[src/rtl/pc_fetch_unit.sv]
// Program counter / next-address stage feeding the instruction memory address port.
// Optional retire counter enabled by defining PC_RETIRE_COUNT_EN.
module pc_fetch_unit #(
    parameter int ADDR_W    = 10,
    parameter int MEM_DEPTH = 181,
    parameter int RESET_PC  = 0
) (
    input  logic              clock,
    input  logic              reset,
    input  logic              stall,
    input  logic              halt,
    input  logic              resume,
    input  logic              jump,
    input  logic [ADDR_W-1:0] jump_target,
    input  logic              branch_taken,
    input  logic [ADDR_W-1:0] branch_target,
    input  logic              jump_reg,
    input  logic [31:0]       reg_target,
    output logic [ADDR_W-1:0] pc,
    output logic [ADDR_W-1:0] pc_plus1,
    output logic              pc_valid,
    output logic              halted,
    output logic              fault,
    output logic [31:0]       retire_count
);
    typedef enum logic [1:0] {ST_RUN, ST_HALTED, ST_FAULT} state_t;

    // One extra bit so MEM_DEPTH == 2^ADDR_W is representable and never traps.
    localparam logic [ADDR_W:0] LP_DEPTH = (ADDR_W+1)'(MEM_DEPTH);

    state_t            r_state;
    logic [ADDR_W-1:0] r_pc;
    logic [ADDR_W-1:0] w_pc_plus1;
    logic [ADDR_W-1:0] w_next;
    logic              w_next_oor;
    logic              w_inc_oor;
    logic              w_unused_bits;

    assign w_unused_bits = &{1'b0, reg_target[31:ADDR_W]};
    assign w_pc_plus1    = r_pc + {{(ADDR_W-1){1'b0}}, 1'b1};

    always_comb begin
        w_next = w_pc_plus1;
        if (jump_reg)          w_next = reg_target[ADDR_W-1:0];
        else if (jump)         w_next = jump_target;
        else if (branch_taken) w_next = branch_target;
    end

    assign w_next_oor = ({1'b0, w_next} >= LP_DEPTH);
    assign w_inc_oor  = ({1'b0, w_pc_plus1} >= LP_DEPTH);

    // On a trap the PC stays at the offending instruction, not the target.
    always_ff @(posedge clock or posedge reset) begin
        if (reset) begin
            r_pc    <= ADDR_W'(RESET_PC);
            r_state <= ST_RUN;
        end else begin
            case (r_state)
                ST_RUN: begin
                    if (!stall) begin
                        if (halt)            r_state <= ST_HALTED;
                        else if (w_next_oor) r_state <= ST_FAULT;
                        else                 r_pc    <= w_next;
                    end
                end
                ST_HALTED: begin
                    if (resume && !stall) begin
                        if (w_inc_oor) begin
                            r_state <= ST_FAULT;
                        end else begin
                            r_pc    <= w_pc_plus1;
                            r_state <= ST_RUN;
                        end
                    end
                end
                default: ;
            endcase
        end
    end

    assign pc       = r_pc;
    assign pc_plus1 = w_pc_plus1;
    assign pc_valid = (r_state == ST_RUN);
    assign halted   = (r_state == ST_HALTED);
    assign fault    = (r_state == ST_FAULT);

`ifdef PC_RETIRE_COUNT_EN
    logic        w_advance;
    logic [31:0] r_retire;

    assign w_advance = ((r_state == ST_RUN) && !stall && !halt && !w_next_oor) ||
                       ((r_state == ST_HALTED) && resume && !stall && !w_inc_oor);

    always_ff @(posedge clock or posedge reset) begin
        if (reset)                             r_retire <= '0;
        else if (w_advance && r_retire != '1)  r_retire <= r_retire + 32'd1;
    end

    assign retire_count = r_retire;
`else
    assign retire_count = '0;
`endif

endmodule
[config.mk]
export PLATFORM = sky130hd
export DESIGN_NAME = pc_fetch_unit
export DESIGN_NICKNAME = d
export VERILOG_FILES = /design/src/rtl/pc_fetch_unit.sv
export SDC_FILE = /design/constraint.sdc
export NUM_CORES = 1
export LEC_CHECK = 0
export ABC_AREA = 1
export CAP_MARGIN = 15
export CELL_PAD_IN_SITES_DETAIL_PLACEMENT = 1
export CELL_PAD_IN_SITES_GLOBAL_PLACEMENT = 1
export CORE_UTILIZATION = 19
export DETAILED_ROUTE_END_ITERATION = 10
export GPL_ROUTABILITY_DRIVEN = 0
export PLACE_DENSITY = 0.8
export SYNTH_ARGS = -nofsm -noshare
export SYNTH_HDL_FRONTEND = slang
export SYNTH_SLANG_ARGS = --single-unit
export TNS_END_PERCENT = 20
[constraint.sdc]
create_clock -name clock -period 1.6 [get_ports clock]
set_input_delay 0.4 -clock clock [delete_from_list [all_inputs] [get_ports clock]]
set_output_delay 0.4 -clock clock [all_outputs]
set_load 0.1 [all_outputs]
* Word-level counts from Yosys, hierarchy flattened
Cells that the tools add are included.
** Word-level totals
- Logic and storage cells :: 34
- Register bits after elaboration :: 12
- Bits of input ports :: 60
- Output and inout bits :: 55
** Cells by class
- Add/sub/neg operators :: 1
- Multiplexer cells :: 15
- $lt $le $gt $ge :: 2
- Reductions and logical operators :: 6
- Equal/unequal tests :: 8
** Operators with widths (count)
- $mux 10 :: 8
- $ge 10x8->1 const B :: 2
- $pmux 10 s2 :: 1
- $add 10x1->10 const B :: 1
- $mux 2 :: 5
- $ne 2x2->1 const B :: 4
- $reduce_and 6->1 :: 1
- $pmux 2 s2 :: 1
- $reduce_and 4->1 :: 1
- $ne 3x2->1 const B :: 1
- $eq 2x1->1 const B :: 1
- $eq 2x2->1 const B :: 1
- $logic_not 2->1 :: 1
- $ne 2x1->1 const B :: 1
- $reduce_bool 2->1 :: 1
- $logic_and 1x1->1 :: 1
- $logic_not 1->1 :: 1

* Logic depth before layout (Yosys ltp)
- Depth after elaboration :: 9
- Depth in mapped cells :: 18
- Mapped depth without buffers :: 18

* Least setup slack after synthesis
No wires, ideal clock.
- Kind :: register to register
- Start point :: register r_pc[0], in the netlist pc[0]
- End point :: register r_pc[0], in the netlist pc[0]
- Cell stages (with the launch flop) :: 19
- Arrival time :: 3916 ps
- Required time :: 1477 ps
- Buffers on the path :: 1
- Period minus slack after synthesis :: 4039 ps
- Setup slack :: -2439 ps
- Library setup time :: 123 ps
- Path through :: dfrtp_1 inv_1 ha_1 inv_1 nand2_1 nand3_1 nand2_1 nand2_1 nand2_1 nand2_1 nand2_1 nand3_1 nand2_1 nand2_1 nand2_1 nand2_2 buf_6 nand3_1 nand2_1
** Between the ends
- Longest elaborated chain between the ends :: 8
- Elaborated cells between the ends (all ways) :: 15
- Classes of those cells :: 1 x add/sub; 2 x order compare; 2 x eq/ne; 9 x mux; 1 x reduce/logical
** RTL lines
- start, declared :: line 32 : logic [ADDR_W-1:0] r_pc;
- start signal, assigned :: line 55 : r_pc <= ADDR_W'(RESET_PC);
- start signal, assigned :: line 63 : else r_pc <= w_next;
- start signal, assigned :: line 71 : r_pc <= w_pc_plus1;
- $add 10x1->10 * :: line 40 : assign w_pc_plus1 = r_pc + {{(ADDR_W-1){1'b0}}, 1'b1};
- net pc_plus1[0] :: line 20 : output logic [ADDR_W-1:0] pc_plus1,
- parallel branches: the longest is 7 deep, another holds $ge 10x8->1
Mark *: on every way through the listed nets, which the timed path passes. The select of a mux whose other input is x is not followed.
A chain may end at the register's enable or synchronous reset.

* Worst setup path in the final report
- Start point :: register r_pc[0], in the netlist pc[0]
- End point :: register r_pc[2], in the netlist pc[2]
** Between the ends
- Longest elaborated chain between the ends :: 8
- Elaborated cells between the ends (all ways) :: 15
- Classes of those cells :: 1 x add/sub; 2 x order compare; 2 x eq/ne; 9 x mux; 1 x reduce/logical
** RTL lines (line)
- $add 10x1->10 * :: 40
- parallel branches: the longest is 7 deep, another holds $ge 10x8->1
Every way passes the cells marked *. The select of a mux whose other input is x is not followed.

==> results by group <==
Yosys
  • Adder-Cell Fraction of Synth Area: 0.0161
  • Synth cell count leaders: 87 x nand2_1, 34 x buf_4, 26 x inv_1, 24 x nor2_1, 22 x nand3_1
  • Multiplexer area fraction after synthesis: 0
  • Seq cells post-synth: 12
  • Count of cell types in the netlist: 29
  • Ys Warns: 0
  • Top-count cell post-synth: nand2_1
  • Ys flop type: dfrtp_1
  • Post-synth top area share: 0.210
  • Synth Area in Compound Gates: 0.113
  • Fraction of synthesized cell area in xor and xnor cells: 0.0105
  • Async set-reset flop share out of synthesis: 1.00
  • Syn Area/Cell: 5.88 um^2
  • Post-synth EDFFs: 0
  • Largest family of logic cells by synthesized area: simple AND/OR/NAND/NOR gates
  • Largest cells by area after synthesis: nand2_1 21%, dfrtp_1 19%, buf_4 16%
  • Post-synthesis simple-gate area fraction: 0.417
  • Sequential area share after synthesis: 0.193
  • Cell Area, Synth: 1550 um^2
  • Most area-hungry cell type in the Yosys netlist: nand2_1
  • Synth Instances: 264

Final layout
  • Area Overhead vs Synth: 95.9%
  • Area of the multi-input gates: 1170 um^2
  • Register area: 313 um^2
  • Core Util, Final: 0.390
  • N_diodes: 0
  • Final #Nets: 432
  • Share of layout cells above drive strength 1: 0.371
  • Layout fillers: 948
  • Final Non-Filler Cells: 471

Setup path
  • Reg2reg start: pc[0]
  • Largest stage delay, worst path: 0.45 ns
  • Reg2reg end: pc[2]
  • Cells on worst reg2reg path: 18
  • Crit path launch: pc[0]
  • Critical Path End Type: register
  • Startpoint types: register
  • Worst path slowest cell: dfrtp_4
  • Reg-to-reg slack, setup: -0.47 ns
  • WS Path Type: reg2reg
  • Crit-path cells: clkinvlp_4 > ha_4 > inv_2 > nand2_1 > nand3_1 > nand2_1 > nand2_1 > nand2_1 > nand2_1 > nand2_1 > nand3_2 > nand2_2 > nand2_2 > nand2_2 > nand2_4 > clkbuf_16 > nand3_2 > nand2_1
  • Arrival @ worst endpoint: 2.20 ns
  • Most frequent CP cell: nand2_1
  • Crit-path max FO: 5
  • Critical path endpoint: pc[2]
  • CP Data Required Time: 1.72 ns

CTS
  • Num CTS Buffers: 3
  • Clock-pin slew of the registers on the worst-case setup and hold paths: 0.06 ns
  • Root buf cell: clkbuf_8
  • CTS H-tree lvls: 1
  • Worst skew pair latency: 0.24 ns
  • # clock sinks: 12
  • Clock Tree Buf Depth: 2
  • CTS Hold Bufs: 0
  • CTS tree: done

Flow run
  • # Max-Cap Violations: 0

GRT
  • Antenna violations before repair: 0
  • First-pass GRT wire length: 9870 um
  • Total grt overflow: 0
  • Number of global-route vias before repair: 2,061
  • Largest net degree at the start of global routing: 13
  • Total Routing Usage GR: 0.145

Placement
  • Placed cell count: 462
  • HPWL Detailed: 5060 um
  • Port bufs: 60

Status
  • Run status: complete, but fails checks
  • Failing checks: negative setup slack

Floorplan
  • Die width: 92.4 um
  • Initial Util: 0.199
  • Die extent in y: 92.4 um
  • Core box area: 7810 um^2
  • Cell Rows: 32
  • Die area: 8540 um^2
  • Ports: 115

STA
  • Post-route minimum period: 2.07 ns
  • Fmax: 482 MHz
  • Fin crit share: 1.30
  • Finish-stage setup viols: 23
  • Worst clock skew: 0.00768 ns
  • Worst-Margin Slew: 0.590 ns
  • RSZ-0062 raised after global routing: true
  • Fin worst setup slack: -0.473 ns
  • Worst rel slew slack: 0.602
  • Max Slew Vio Count: 0
  • Final Hold Vio Count: 0

Detailed routing
  • First-pass detailed-route iteration total: 3
  • Routed Antenna Nets: 0
  • WL final: 6480 um
  • Initial DRC Count: 58
  • Vias: 1,920
  • Residual DRC: 0
  • Via density: 4.08
  • Wire length per cell: 13.8 um

Pwr
  • Power density over the cells: 591 nW/um^2
  • Total leakage power: 0.00143 uW
  • Max VDD drop: 0.000274 V

Min path
  • Hold Crit Class: in2async
## routing by layer
metal / GRT usage / vias up / wire length (um)
met5: 0 / - / 0
met4: 0.0299 / 0 / 76
met3: 0.0246 / 6 / 358
met2: 0.272 / 52 / 3370
met1: 0.170 / 891 / 2680
li1: - / 971 / -
## state kept, by name, summed over array words and instances (netlist names)
register  cells
r_state       2
pc           10
## layout by cell type, fill, tap and decap left out, types with 4 or more instances in the layout
cell type / instances
clkdlybuf4s50_1: 37
inv_1: 18
dfrtp_2: 7
a21oi_1: 10
o21ai_0: 10
nand3_1: 11
conb_1: 32
nand2_2: 11
buf_6: 6
inv_2: 5
buf_4: 41
buf_12: 25
dfrtp_1: 4
nand2_1: 78
nand3_2: 9
clkbuf_8: 4
nor2_1: 22
## timing repair
item,4_1_cts,5_1_grt
resized for setup,14,29
cloned,0,1
pin swaps,2,11
setup endpoints to repair,23,23
buffers inserted,1,3
## cell type report
| class | count | area share |
|---|---|---|
| flip-flops and latches | 12 | 0.103 |
| repair buffers | 110 | 0.418 |
| inverters | 26 | 0.0350 |
| well taps | 102 | 0.0420 |
| multi-input cells | 217 | 0.384 |
| clock buffers | 4 | 0.0181 |
## worst min path at each step
stage	to	slack (ns)
2_1_floorplan	pc[8]	0.26
3_3_place_gp	r_state[1]	0.55
3_5_place_dp	pc[9]	0.57
4_1_cts	r_state[0]	0.48
5_1_grt	pc[9]	0.53
6_report	pc[9]	0.47
## critical path: cells and delay by family (launching register included)
kind | cells | cell delay (ns)
buf+inv | 3 | 0.34
fa+ha+maj | 1 | 0.29
simple gates | 14 | 0.86
flops | 1 | 0.45
## power breakdown
part	switching [uW]	internal, uW
logic	782	343
clock network	117	217
registers	18.3	321
## through the flow
stage / TNS, ns / total power, uW / cell area [um^2] / setup WS, ns / hold slack (ns)
CTS: -8.88 / 1760 / 2890 / -0.512 / 0.484
floorplan: -23.48 / 1120 / 1750 / -1.37 / 0.264
global route: -11.28 / 1870 / 3040 / -0.619 / 0.532
detailed placement: -9.89 / 1420 / 2780 / -0.737 / 0.568
global placement: -8.59 / 1410 / 2780 / -0.613 / 0.552
finish: -8.79 / 1800 / 3040 / -0.473 / 0.472
## kinds of logic after synthesis
logic type      after synthesis
fa+ha+maj                     2
compound gates               31
buf+inv                      66
xor+xnor                      1
flops                        12
other cells                   1
simple gates                151
No activity file was read; power rests on OpenSTA's default activity.
